File: config.mk
export PLATFORM = sky130hd
export DESIGN_NAME = accel_smv_sequencer
export DESIGN_NICKNAME = d
export VERILOG_FILES = /design/src/rtl/accel_smv_sequencer.sv
export SDC_FILE = /design/constraint.sdc
export NUM_CORES = 1
export LEC_CHECK = 0
export ABC_AREA = 1
export CAP_MARGIN = 30
export CORE_MARGIN = 4
export CORE_UTILIZATION = 25
export DETAILED_ROUTE_END_ITERATION = 10
export SYNTH_ARGS = -nofsm -noshare
export SYNTH_HDL_FRONTEND = slang
export SYNTH_SLANG_ARGS = --single-unit
File: constraint.sdc
create_clock -name clk -period 8.3 [get_ports clk]
set_clock_uncertainty 0.15 [all_clocks]
set_input_delay 1.66 -clock clk [delete_from_list [all_inputs] [get_ports clk]]
set_output_delay 1.66 -clock clk [all_outputs]
set_load 0.02 [all_outputs]
File: src/rtl/accel_smv_sequencer.sv
// accel_smv_sequencer: periodic ADXL362 X/Y/Z burst read, emits SMV = X^2+Y^2+Z^2.
// Define ACL_SPI_TIMEOUT_EN to add the spi_done watchdog and the TIMEOUT parameter.
module accel_smv_sequencer #(
    parameter int SAMPLE_DIV = 100_000,
    parameter int CS_GUARD   = 4
`ifdef ACL_SPI_TIMEOUT_EN
    ,
    parameter int TIMEOUT    = 4096
`endif
) (
    input  logic        clk,
    input  logic        reset,
    input  logic        enable,
    input  logic        spi_busy,
    input  logic        spi_done,
    input  logic [7:0]  spi_rx_byte,
    output logic        spi_start,
    output logic [7:0]  spi_tx_byte,
    output logic        ACL_CS_n,
    output logic [31:0] SMV_out,
    output logic        smv_valid,
    output logic        overrun,
    output logic        spi_err
);

    localparam int CNT_W = $clog2(SAMPLE_DIV);
    localparam int GRD_W = (CS_GUARD < 1) ? 1 : $clog2(CS_GUARD + 1);
    localparam logic [CNT_W-1:0] TICK_AT = CNT_W'(SAMPLE_DIV - 1);
    localparam logic [GRD_W-1:0] GRD_LD  = GRD_W'(CS_GUARD);

    typedef enum logic [2:0] {
        S_IDLE, S_CMD, S_ADDR, S_RD,
        S_SQ_X, S_SQ_Y, S_SQ_Z, S_DONE
    } state_t;

    state_t r_state;
    state_t w_state_nxt;

    logic [CNT_W-1:0] r_tick_cnt;
    logic [GRD_W-1:0] r_guard;
    logic             r_wait;
    logic [2:0]       r_idx;
    logic [47:0]      r_rx;
    logic             r_start;
    logic [7:0]       r_tx;
    logic             r_cs_n;
    logic [31:0]      r_acc;
    logic [31:0]      r_smv;
    logic             r_valid;
    logic             r_ovr;

    logic               w_tick;
    logic               w_xfer;
    logic               w_issue;
    logic               w_take;
    logic               w_last;
    logic               w_go;
    logic               w_tmo;
    logic [7:0]         w_tx_byte;
    logic signed [15:0] w_s;
    logic signed [31:0] w_prod;
    logic [31:0]        w_sq;

    assign w_tick  = enable && (r_tick_cnt == TICK_AT);
    assign w_xfer  = (r_state == S_CMD) || (r_state == S_ADDR)
                  || (r_state == S_RD);
    assign w_issue = w_xfer && !r_wait && !spi_busy;
    assign w_take  = w_xfer && r_wait && spi_done;
    assign w_last  = (r_state == S_RD) && w_take && (r_idx == 3'd5);
    assign w_go    = (r_state == S_IDLE) && w_tick
                  && (r_guard == '0) && !spi_busy;

    assign w_tx_byte = (r_state == S_CMD)  ? 8'h0B :
                       (r_state == S_ADDR) ? 8'h0E : 8'h00;

    // Bytes arrive XL,XH,YL,YH,ZL,ZH and are shifted in from the top
    always_comb begin
        w_s = r_rx[15:0];
        if (r_state == S_SQ_Y) begin
            w_s = r_rx[31:16];
        end else if (r_state == S_SQ_Z) begin
            w_s = r_rx[47:32];
        end
    end

    assign w_prod = 32'(w_s) * 32'(w_s);
    assign w_sq   = w_prod;

`ifdef ACL_SPI_TIMEOUT_EN
    localparam int WD_W = $clog2(TIMEOUT + 1);
    localparam logic [WD_W-1:0] WD_LAST = WD_W'(TIMEOUT - 1);

    logic [WD_W-1:0] r_wd;
    logic            r_err;

    assign w_tmo = w_xfer && r_wait && !spi_done && (r_wd == WD_LAST);

    always_ff @(posedge clk) begin
        if (reset) begin
            r_wd  <= '0;
            r_err <= 1'b0;
        end else begin
            if (w_issue) begin
                r_wd <= '0;
            end else if (w_xfer && r_wait) begin
                r_wd <= r_wd + 1'b1;
            end
            if (w_tmo) begin
                r_err <= 1'b1;
            end
        end
    end

    assign spi_err = r_err;
`else
    assign w_tmo   = 1'b0;
    assign spi_err = 1'b0;
`endif

    always_ff @(posedge clk) begin
        if (reset) begin
            r_state <= S_IDLE;
        end else begin
            r_state <= w_state_nxt;
        end
    end

    always_comb begin
        w_state_nxt = r_state;
        unique case (r_state)
            S_IDLE: if (w_go) w_state_nxt = S_CMD;
            S_CMD: begin
                if (w_tmo) w_state_nxt = S_IDLE;
                else if (w_take) w_state_nxt = S_ADDR;
            end
            S_ADDR: begin
                if (w_tmo) w_state_nxt = S_IDLE;
                else if (w_take) w_state_nxt = S_RD;
            end
            S_RD: begin
                if (w_tmo) w_state_nxt = S_IDLE;
                else if (w_last) w_state_nxt = S_SQ_X;
            end
            S_SQ_X: w_state_nxt = S_SQ_Y;
            S_SQ_Y: w_state_nxt = S_SQ_Z;
            S_SQ_Z: w_state_nxt = S_DONE;
            S_DONE: w_state_nxt = S_IDLE;
            default: w_state_nxt = S_IDLE;
        endcase
    end

    always_ff @(posedge clk) begin
        if (reset) begin
            r_tick_cnt <= '0;
            r_guard    <= GRD_LD;
            r_wait     <= 1'b0;
            r_idx      <= '0;
            r_rx       <= '0;
            r_start    <= 1'b0;
            r_tx       <= '0;
            r_cs_n     <= 1'b1;
            r_acc      <= '0;
            r_smv      <= '0;
            r_valid    <= 1'b0;
            r_ovr      <= 1'b0;
        end else begin
            if (!enable || w_tick) begin
                r_tick_cnt <= '0;
            end else begin
                r_tick_cnt <= r_tick_cnt + 1'b1;
            end

            r_start <= w_issue;
            r_valid <= (r_state == S_DONE);

            if (w_issue) begin
                r_tx   <= w_tx_byte;
                r_wait <= 1'b1;
            end else if (w_take || w_tmo) begin
                r_wait <= 1'b0;
            end

            if (r_state == S_CMD) begin
                r_idx <= '0;
            end else if (w_take && (r_state == S_RD)) begin
                r_idx <= r_idx + 1'b1;
                r_rx  <= {spi_rx_byte, r_rx[47:8]};
            end

            if (w_go) begin
                r_cs_n <= 1'b0;
            end else if (w_last || w_tmo) begin
                r_cs_n <= 1'b1;
            end

            // Guard only drains while CS is high, so it measures the CS-high gap
            if (w_last || w_tmo) begin
                r_guard <= GRD_LD;
            end else if (r_cs_n && (r_guard != '0)) begin
                r_guard <= r_guard - 1'b1;
            end

            if (w_tick && (r_state != S_IDLE)) begin
                r_ovr <= 1'b1;
            end

            case (r_state)
                S_CMD:          r_acc <= '0;
                S_SQ_X, S_SQ_Y: r_acc <= r_acc + w_sq;
                S_SQ_Z:         r_smv <= r_acc + w_sq;
                default: ;
            endcase
        end
    end

    assign spi_start   = r_start;
    assign spi_tx_byte = r_tx;
    assign ACL_CS_n    = r_cs_n | reset;
    assign SMV_out     = r_smv;
    assign smv_valid   = r_valid;
    assign overrun     = r_ovr;

endmodule

==> results of run 1 <==
-- registers in the layout, indices dropped and copies added, names as in the netlist, 3 cells and up --
register	count
SMV_out	32
r_acc	32
r_guard	3
r_idx	3
r_rx	48
r_state	3
r_tick_cnt	17
spi_tx_byte	3
-- critical path, cell delays in order (launching register included) --
cell and delay (ns):
dfxtp_1 0.52, nand3_2 0.34, buf_4 0.31, o21ai_2 0.81
inv_2 0.31, nand2_1 0.19, fa_1 0.43, fa_1 0.47
fa_1 0.52, inv_1 0.06, fa_1 0.53, fa_1 0.52
inv_1 0.05, fa_1 0.49, inv_1 0.05, ha_1 0.34
nand2_1 0.15, inv_1 0.07, a21oi_1 0.26, nand3_1 0.21
a21oi_1 0.17, inv_1 0.06, or2_2 0.28, nand2_1 0.09
nand2_1 0.05, o211ai_1 0.09, inv_1 0.05
-- how the worst max path moves through the flow --
| stage | startpoint | end | slack [ns] |
|---|---|---|---|
| global route | r_state[2]$_SDFFE_PP0P_ | r_acc[23]$_SDFFE_PP0P_ | 0.16 |
| finish | r_state[2]$_SDFFE_PP0P_ | SMV_out[19]$_SDFFE_PP0P_ | 0.59 |
| detailed placement | r_state[2]$_SDFFE_PP0P_ | r_acc[23]$_SDFFE_PP0P_ | 0.69 |
| CTS | r_state[2]$_SDFFE_PP0P_ | r_acc[23]$_SDFFE_PP0P_ | 0.62 |
| global placement | r_state[2]$_SDFFE_PP0P_ | r_acc[23]$_SDFFE_PP0P_ | 0.76 |
| floorplan | r_state[2]$_SDFFE_PP0P_ | SMV_out[31]$_SDFFE_PP0P_ | 1.85 |
-- synthesized netlist by cell type, drive strengths merged (21+ instances only) --
cell      n
a21oi   105
buf      34
clkbuf   29
dfxtp   146
fa      265
ha      109
inv     470
nand2   315
nand3    62
nor2    210
nor3     22
o211ai   22
o21ai   109
o21bai   21
-- cells by family after synthesis --
logic type | count (synthesis) | share of synthesized area, %
buffers and inverters | 533 | 12.8
AOI/OAI and AO/OA | 276 | 9.88
adders and majority gates | 374 | 41.3
xor gates and xnor gates | 25 | 1.36
other | 1 | 0.0232
DFF | 146 | 18.1
and+or+nand+nor | 634 | 16.4
-- per-stage QoR --
stage	instance area (sq um)	utilization (%)	power, uW	hold slack, ns
CTS	18200	28.7	1650	0.307
global placement	17600	27.7	851	0.285
global route	18200	28.7	1690	0.320
floorplan	16100	-	818	0.268
finish	18200	28.7	1630	0.300
detailed placement	17600	27.7	851	0.290
-- metal layers --
metal,routed length (microns),track usage [%],vias to the layer above,part of all wire [%]
met3,1700,1.24,59,4.1
met4,1220,3.98,0,3.0
met2,18800,20.4,294,45
met5,0,0,-,0
met1,19700,17.7,6118,47
li1,-,-,6098,-
-- power by group through the flow --
stage                     registers, uW  clock network [uW]  logic [uW]
after floorplan                     738                   0        79.9
after global placement              737                   0         114
after detailed placement            737                   0         114
after CTS                           721                 817         114
after global routing                722                 843         126
final                               721                 800         113
-- placed cells by master (no fill, tap or decap), types with 4 or more instances in the layout --
master	n
inv_8	5
o21bai_1	21
fa_1	265
clkbuf_16	17
nor3_2	4
o21ai_0	97
a21oi_1	103
nor2_1	204
dfxtp_1	146
o21ai_2	6
ha_1	109
nor2_2	4
nand2_1	307
inv_1	458
conb_1	5
nor3_1	17
nand4_1	10
xor2_1	20
buf_4	24
nand2_2	6
inv_2	12
clkdlybuf4s50_1	51
inv_6	4
o211ai_1	21
a21o_1	9
xnor2_1	5
or2_2	7
nand3_1	59
o21ai_1	5
o21a_1	5
-- final cells by class --
| class | count | area (sq um) |
|---|---|---|
| clock buffer | 18 | 439 |
| clock inverter | 14 | 160 |
| fill | 6840 | 45200 |
| inverter | 470 | 1760 |
| sequential | 146 | 2920 |
| multi-input combinational | 1314 | 11200 |
| timing repair buffer | 76 | 696 |
| tap | 846 | 1060 |
==> impl_metrics.yaml, run 1 <==
sta:
  hold_viol_final: 0
  fin_crit_ns: 7.71
  setup_viol: 0
  rsz0062_at_grt: "false"
  relSlewSlack_pct: 30.3
  slew_violations: 0
  timing.fmax_mhz: 130
  setup_tns_ns: 0
  fin_crit_sh_pct: 92.8
  worst_pin_slew_ns: 1.05
  setup_ws_ns: 0.594
detailed_routing:
  totalWireLength_mm: 41.4
  dr.pass1.iters: 6
  ant_nets: 0
  dr.first_iter.drc_count: 778
  drc_errors: 0
  wire_per_inst_microns: 14.4
  dr_total_vias: 12600
  vias_per_cell: 4.36
worst_setup_path:
  crit_type: "reg -> reg"
  worstSetupEndpointType: "register"
  rr_worst_depth: 26
  reg2reg_from: "r_state[2]$_SDFFE_PP0P_"
  cp.arrival_ns: 7.89
  r2r_setup_slack_ns: 0.59
  start_kind: "register"
  r2r_end: "SMV_out[19]$_SDFFE_PP0P_"
  cp.required_ns: 8.48
  cp_max_fo: 13
placed_design:
  gp_congestion: 0.990
  dp_hpwl_mm: 33.2
  dp_slack_ns: 0.685
  portBuffers: 52
  dp.cells: 2852
clocking:
  clk_latency_ns: 0.44
  postCtsHoldBufs: 0
  cts_setup_buffers: 0
  cts_resized: 0
  clkTransAtPathRegs_ns: 0.07
  clkSinkCount: 146
  cts_tree: "done"
  clock_path_buffers: 2
  htree_levels: 4
  cts-root-buf: "clkbuf_16"
  cts_buffers: 17
cells_and_area:
  finalNonFillerCells: 2884
  num_antenna_cells: 0
  area_delta_synth_final_pct: 12.8
  drive_above_1_share_pct: 5.35
  nets: 2412
global_route:
  grt_pass1_vias: 12800
  grt_pass1_wl_mm: 69.1
  grt_max_degree: 87
  overflow: 0
  grt.total_usage_pct: 12.6
  antenna_found_initial: 0
outcome:
  outcome: "finished clean"
logic_synthesis:
  synthCells: 1989
  yosys.area.top_type_share_pct: 32.9
  synth_area_leader_cell: "fa_1"
  synth_area_sq_um: 16100
  synth_area_leaders: "fa_1 (33%), dfxtp_1 (18%), inv_1 (11%)"
  synth_area_per_cell_sq_um: 8.11
  synth_edf_count: 0
  synth_seq_cells: 146
  synth_ff_type: "dfxtp_1"
  ys_warn_count: 0
  async_flop_share_pct: 0
  seq_area_frac_synth_pct: 18.1
  yosysUniqueCellTypes: 47
min_path:
  hold_path_class: "reg -> reg"
  min_path_cells: 1
  whs_endpoint: "r_tick_cnt[0]$_SDFF_PP0_"
  hold_start: "r_tick_cnt[0]$_SDFF_PP0_"
pwr:
  ir_drop_v: 0.000124
  clkPwrFrac_pct: 49.0
  p_switching_uw: 448
  p_comb_share_pct: 6.9
  p_int_uw: 1190
  p_leak_uw: 0.00913
  seqPwrFrac_pct: 44.1
  p_per_area_nw_per_um2: 89.8
  power_switching_share_pct: 27.4
die:
  die_h_microns: 262
  dieArea_sq_um: 68600
  die-width_microns: 262
  boundaryPins: 58
  start_util_pct: 25.4
  rows: 92
  coreArea_sq_um: 63400
run:
  cap_violations: 0
(Power assumes the default switching activity.)
==> inputs of run 2 (changes only) <==
--- a/config.mk
+++ b/config.mk
@@ -6,10 +6,12 @@
 export NUM_CORES = 1
 export LEC_CHECK = 0
 export ABC_AREA = 1
-export CAP_MARGIN = 30
+export CAP_MARGIN = 20
 export CORE_MARGIN = 4
-export CORE_UTILIZATION = 25
+export CORE_UTILIZATION = 55
 export DETAILED_ROUTE_END_ITERATION = 10
+export PLACE_DENSITY = 0.73
+export RECOVER_POWER = 25
 export SYNTH_ARGS = -nofsm -noshare
 export SYNTH_HDL_FRONTEND = slang
 export SYNTH_SLANG_ARGS = --single-unit
==> impl_metrics.yaml, run 2 (synthesis gave the netlist of run 1 again) <==
clocking:
  clkTransAtPathRegs_ns: 0.07
  cts_tree: "done"
  postCtsHoldBufs: 0
  clock_path_buffers: 2
  clk_latency_ns: 0.44
  cts-root-buf: "clkbuf_16"
  cts_setup_buffers: 0
  cts_resized: 0
  htree_levels: 4
  clkSinkCount: 146
  cts_buffers: 17
detailed_routing:
  ant_nets: 0
  vias_per_cell: 5.28
  dr.pass1.iters: 6
  totalWireLength_mm: 41.0
  drc_errors: 0
  dr_total_vias: 12800
  dr.first_iter.drc_count: 956
  wire_per_inst_microns: 16.9
placed_design:
  portBuffers: 52
  gp_congestion: 0.982
  dp_hpwl_mm: 32.7
  postPlaceCellArea_sq_um: 17100
sta:
  fin_crit_sh_pct: 94.0
  timing.fmax_mhz: 128
  hold_viol_final: 0
  slew_violations: 131
  worst_pin_slew_ns: 3.06
  setup_viol: 0
  rsz0062_at_grt: "false"
  fin_hold_ws_ns: 0.302
  relSlewSlack_pct: -104
  setup_tns_ns: 0
  fin_crit_ns: 7.80
pwr:
  p_leak_uw: 0.00925
  p_total_uw: 1610
  ir_drop_v: 0.000172
  p_per_area_nw_per_um2: 91.4
worst_setup_path:
  cp.arrival_ns: 7.98
  cp_slowest_cell: "fa_1"
  cp_max_fo: 45
  rr_worst_depth: 28
  cp.required_ns: 8.48
  slowest_delay_ns: 0.57
  crit_type: "reg -> reg"
  start_kind: "register"
  worstSetupEndpointType: "register"
global_route:
  grt.total_usage_pct: 27.2
  grt_pass1_wl_mm: 68.0
  antenna_found_initial: 0
  grt_max_degree: 87
  overflow: 0
  grt_pass1_vias: 13300
cells_and_area:
  fin_area_sq_um: 17700
  num_antenna_cells: 0
  mostFrequentLayoutCells: "inv_1 (458), nand2_1 (307), fa_1 (265)"
  final_common_cell: "inv_1"
  area_delta_synth_final_pct: 9.45
  nets: 2418
  drive_above_1_share_pct: 5.33
  fin_util_pct: 61.3
  largest_register: "r_rx"
  largest_register_ffs: 48
die:
  start_util_pct: 56.0
  boundaryPins: 58
  dieArea_sq_um: 32100
  die-width_microns: 179
  rows: 62
  die_h_microns: 179
  coreArea_sq_um: 28800
min_path:
  min_path_cells: 1
  hold_path_class: "reg -> reg"
outcome:
  violations: "max-capacitance violations, max-slew violations"
  outcome: "complete, but fails checks"
run:
  cap_violations: 2
run 2: layer usage:
layer / share of wire [%] / GRT usage [%] / vias to the layer above
met5: 0 / 0 / -
met4: 3.7 / 9.93 / 0
met3: 6.4 / 5.00 / 81
met2: 46 / 42.8 / 392
met1: 44 / 38.0 / 6256
li1: - / - / 6095
run 2: through the flow:
stage | worst slack [ns] | std cells
2_1_floorplan | 1.85 | 1993
3_3_place_gp | 0.650 | 2395
3_5_place_dp | 0.627 | 2396
4_1_cts | 0.596 | 2428
5_1_grt | 0.0961 | 2428
6_report | 0.497 | 2428
run 2: path summary, 6_finish.rpt:
kind                            start                        to  slack, ns
max           r_state[2]$_SDFFE_PP0P_  SMV_out[22]$_SDFFE_PP0P_       0.50
min          r_tick_cnt[0]$_SDFF_PP0_  r_tick_cnt[0]$_SDFF_PP0_       0.30
max reg2reg   r_state[2]$_SDFFE_PP0P_  SMV_out[22]$_SDFFE_PP0P_       0.50
min reg2reg  r_tick_cnt[0]$_SDFF_PP0_  r_tick_cnt[0]$_SDFF_PP0_       0.30
run 2: area by class of cell:
type / count / area [sq um]
Timing Repair Buffer: 82 / 738
Sequential cell: 146 / 2920
Inverter: 470 / 1760
Clock buffer: 17 / 425
Multi-Input combinational cell: 1314 / 11200
Tap cell: 384 / 480
Fill cell: 2589 / 11100
Clock inverter: 15 / 171
run 2: critical path: cells and delay by family (launching register included):
kind	cells	cell delay (ns)
simple gates	7	0.96
buf+inv	8	1.30
flops	1	0.54
fa+ha+maj	7	3.39
compound gates	6	1.32
run 2: power by group:
part | switching [uW] | internal (uW)
clock network | 352 | 428
registers | 8.71 | 712
logic | 77.8 | 36.0
total | 438 | 1180
==> inputs of run 3 (changes only) <==
--- a/config.mk
+++ b/config.mk
@@ -6,7 +6,7 @@
 export NUM_CORES = 1
 export LEC_CHECK = 0
 export ABC_AREA = 1
-export CAP_MARGIN = 20
+export CAP_MARGIN = 10
 export CORE_MARGIN = 4
 export CORE_UTILIZATION = 55
 export DETAILED_ROUTE_END_ITERATION = 10
==> impl_metrics.yaml, run 3 (synthesis gave the netlist of run 1 again) <==
global_route:
  overflow: 0
  grt_max_degree: 87
  grt_pass1_vias: 13200
  grt_pass1_wl_mm: 68.2
  grt.total_usage_pct: 27.2
  antenna_found_initial: 0
placed_design:
  dp_hpwl_mm: 32.8
  portBuffers: 52
  dp_slack_ns: 0.486
  dp.cells: 2395
  gp_congestion: 0.982
sta:
  hold_viol_final: 0
  fin_hold_ws_ns: 0.298
  fin_crit_sh_pct: 94.8
  worst_pin_slew_ns: 3.07
  setup_ws_ns: 0.433
  rsz0062_at_grt: "false"
  slew_violations: 131
  setup_viol: 0
  setup_tns_ns: 0
  relSlewSlack_pct: -105
  timing.fmax_mhz: 127
  fin_crit_ns: 7.87
worst_setup_path:
  crit_buf_inv: 8
  cp.arrival_ns: 8.04
  slowest_delay_ns: 0.57
  cp.required_ns: 8.47
  cp_max_fo: 45
  r2r_setup_slack_ns: 0.43
  crit_type: "reg -> reg"
  start_kind: "register"
  path_delay_family: "adder cells"
  cp_slowest_cell: "fa_1"
  worstSetupEndpointType: "register"
clocking:
  cts-root-buf: "clkbuf_16"
  cts_setup_buffers: 0
  postCtsHoldBufs: 0
  clk_latency_ns: 0.44
  cts_buffers: 17
  cts_resized: 0
  htree_levels: 4
  clkSinkCount: 146
  clock_path_buffers: 2
  cts_tree: "done"
  clkTransAtPathRegs_ns: 0.06
cells_and_area:
  fill_cells: 2545
  nets: 2417
  mostFrequentLayoutCells: "inv_1 (458), nand2_1 (307), fa_1 (265)"
  final_common_cell: "inv_1"
  area_delta_synth_final_pct: 9.43
  largest_register_ffs: 48
  num_antenna_cells: 0
  drive_above_1_share_pct: 5.34
  largest_register: "r_rx"
  finalNonFillerCells: 2427
pwr:
  seqPwrFrac_pct: 44.4
  clkPwrFrac_pct: 48.7
  power_switching_share_pct: 26.7
  p_int_uw: 1190
  p_switching_uw: 434
  p_leak_uw: 0.00925
  p_comb_share_pct: 6.9
  ir_drop_v: 0.000168
  p_per_area_nw_per_um2: 91.9
min_path:
  hold_path_class: "reg -> reg"
detailed_routing:
  wire_per_inst_microns: 17.0
  totalWireLength_mm: 41.2
  ant_nets: 0
  vias_per_cell: 5.30
  dr.pass1.iters: 5
  drc_errors: 0
  dr.first_iter.drc_count: 945
  dr_total_vias: 12900
run:
  cap_violations: 2
die:
  boundaryPins: 58
  coreArea_sq_um: 28800
  dieArea_sq_um: 32100
  die-width_microns: 179
  die_h_microns: 179
  start_util_pct: 56.0
  rows: 62
outcome:
  violations: "max-capacitance violations, max-slew violations"
  outcome: "complete, but fails checks"
run 3: metal layers:
layer	global-route usage (%)	wire length (microns)
met5	0	0
met3	3.99	2420
met2	43.0	18900
met1	38.6	18200
met4	9.81	1610
run 3: worst paths after layout:
kind | start | to | cells past startpoint
setup / recovery | r_state[2]$_SDFFE_PP0P_ | SMV_out[22]$_SDFFE_PP0P_ | 28
hold / removal | r_tick_cnt[0]$_SDFF_PP0_ | r_tick_cnt[0]$_SDFF_PP0_ | 1
setup reg to reg | r_state[2]$_SDFFE_PP0P_ | SMV_out[22]$_SDFFE_PP0P_ | 28
hold reg to reg | r_tick_cnt[0]$_SDFF_PP0_ | r_tick_cnt[0]$_SDFF_PP0_ | 1
run 3: area by class of cell:
| type | count | area (sq um) | area share, % |
|---|---|---|---|
| well taps | 384 | 480 | 2.72 |
| repair buffers | 81 | 731 | 4.14 |
| flip-flops and latches | 146 | 2920 | 16.6 |
| clock buffers | 19 | 453 | 2.57 |
| multi-input cells | 1314 | 11200 | 63.2 |
| inverters | 470 | 1760 | 10.0 |
| clock inverters | 13 | 144 | 0.815 |
run 3: metrics by stage:
stage / total power, uW / util, % / area, sq um
floorplan: 818 / - / 16100
global placement: 848 / 59.3 / 17100
detailed placement: 851 / 59.3 / 17100
CTS: 1640 / 61.4 / 17700
global route: 1680 / 61.3 / 17600
finish: 1620 / 61.3 / 17600
run 3: power groups by stage:
stage	Clock (uW)	Combinational (uW)	Sequential [uW]
after floorplan	0	79.9	738
after global placement	0	112	736
after detailed placement	0	114	737
after CTS	800	115	721
after global routing	832	125	722
final	790	112	721
run 3: worst register-to-register path, delay by kind of cell (launching register included):
kind | cells | cell delay, ns
simple gates | 7 | 1.00
compound gates | 6 | 1.33
fa+ha+maj | 7 | 3.41
flops | 1 | 0.54
buf+inv | 8 | 1.31
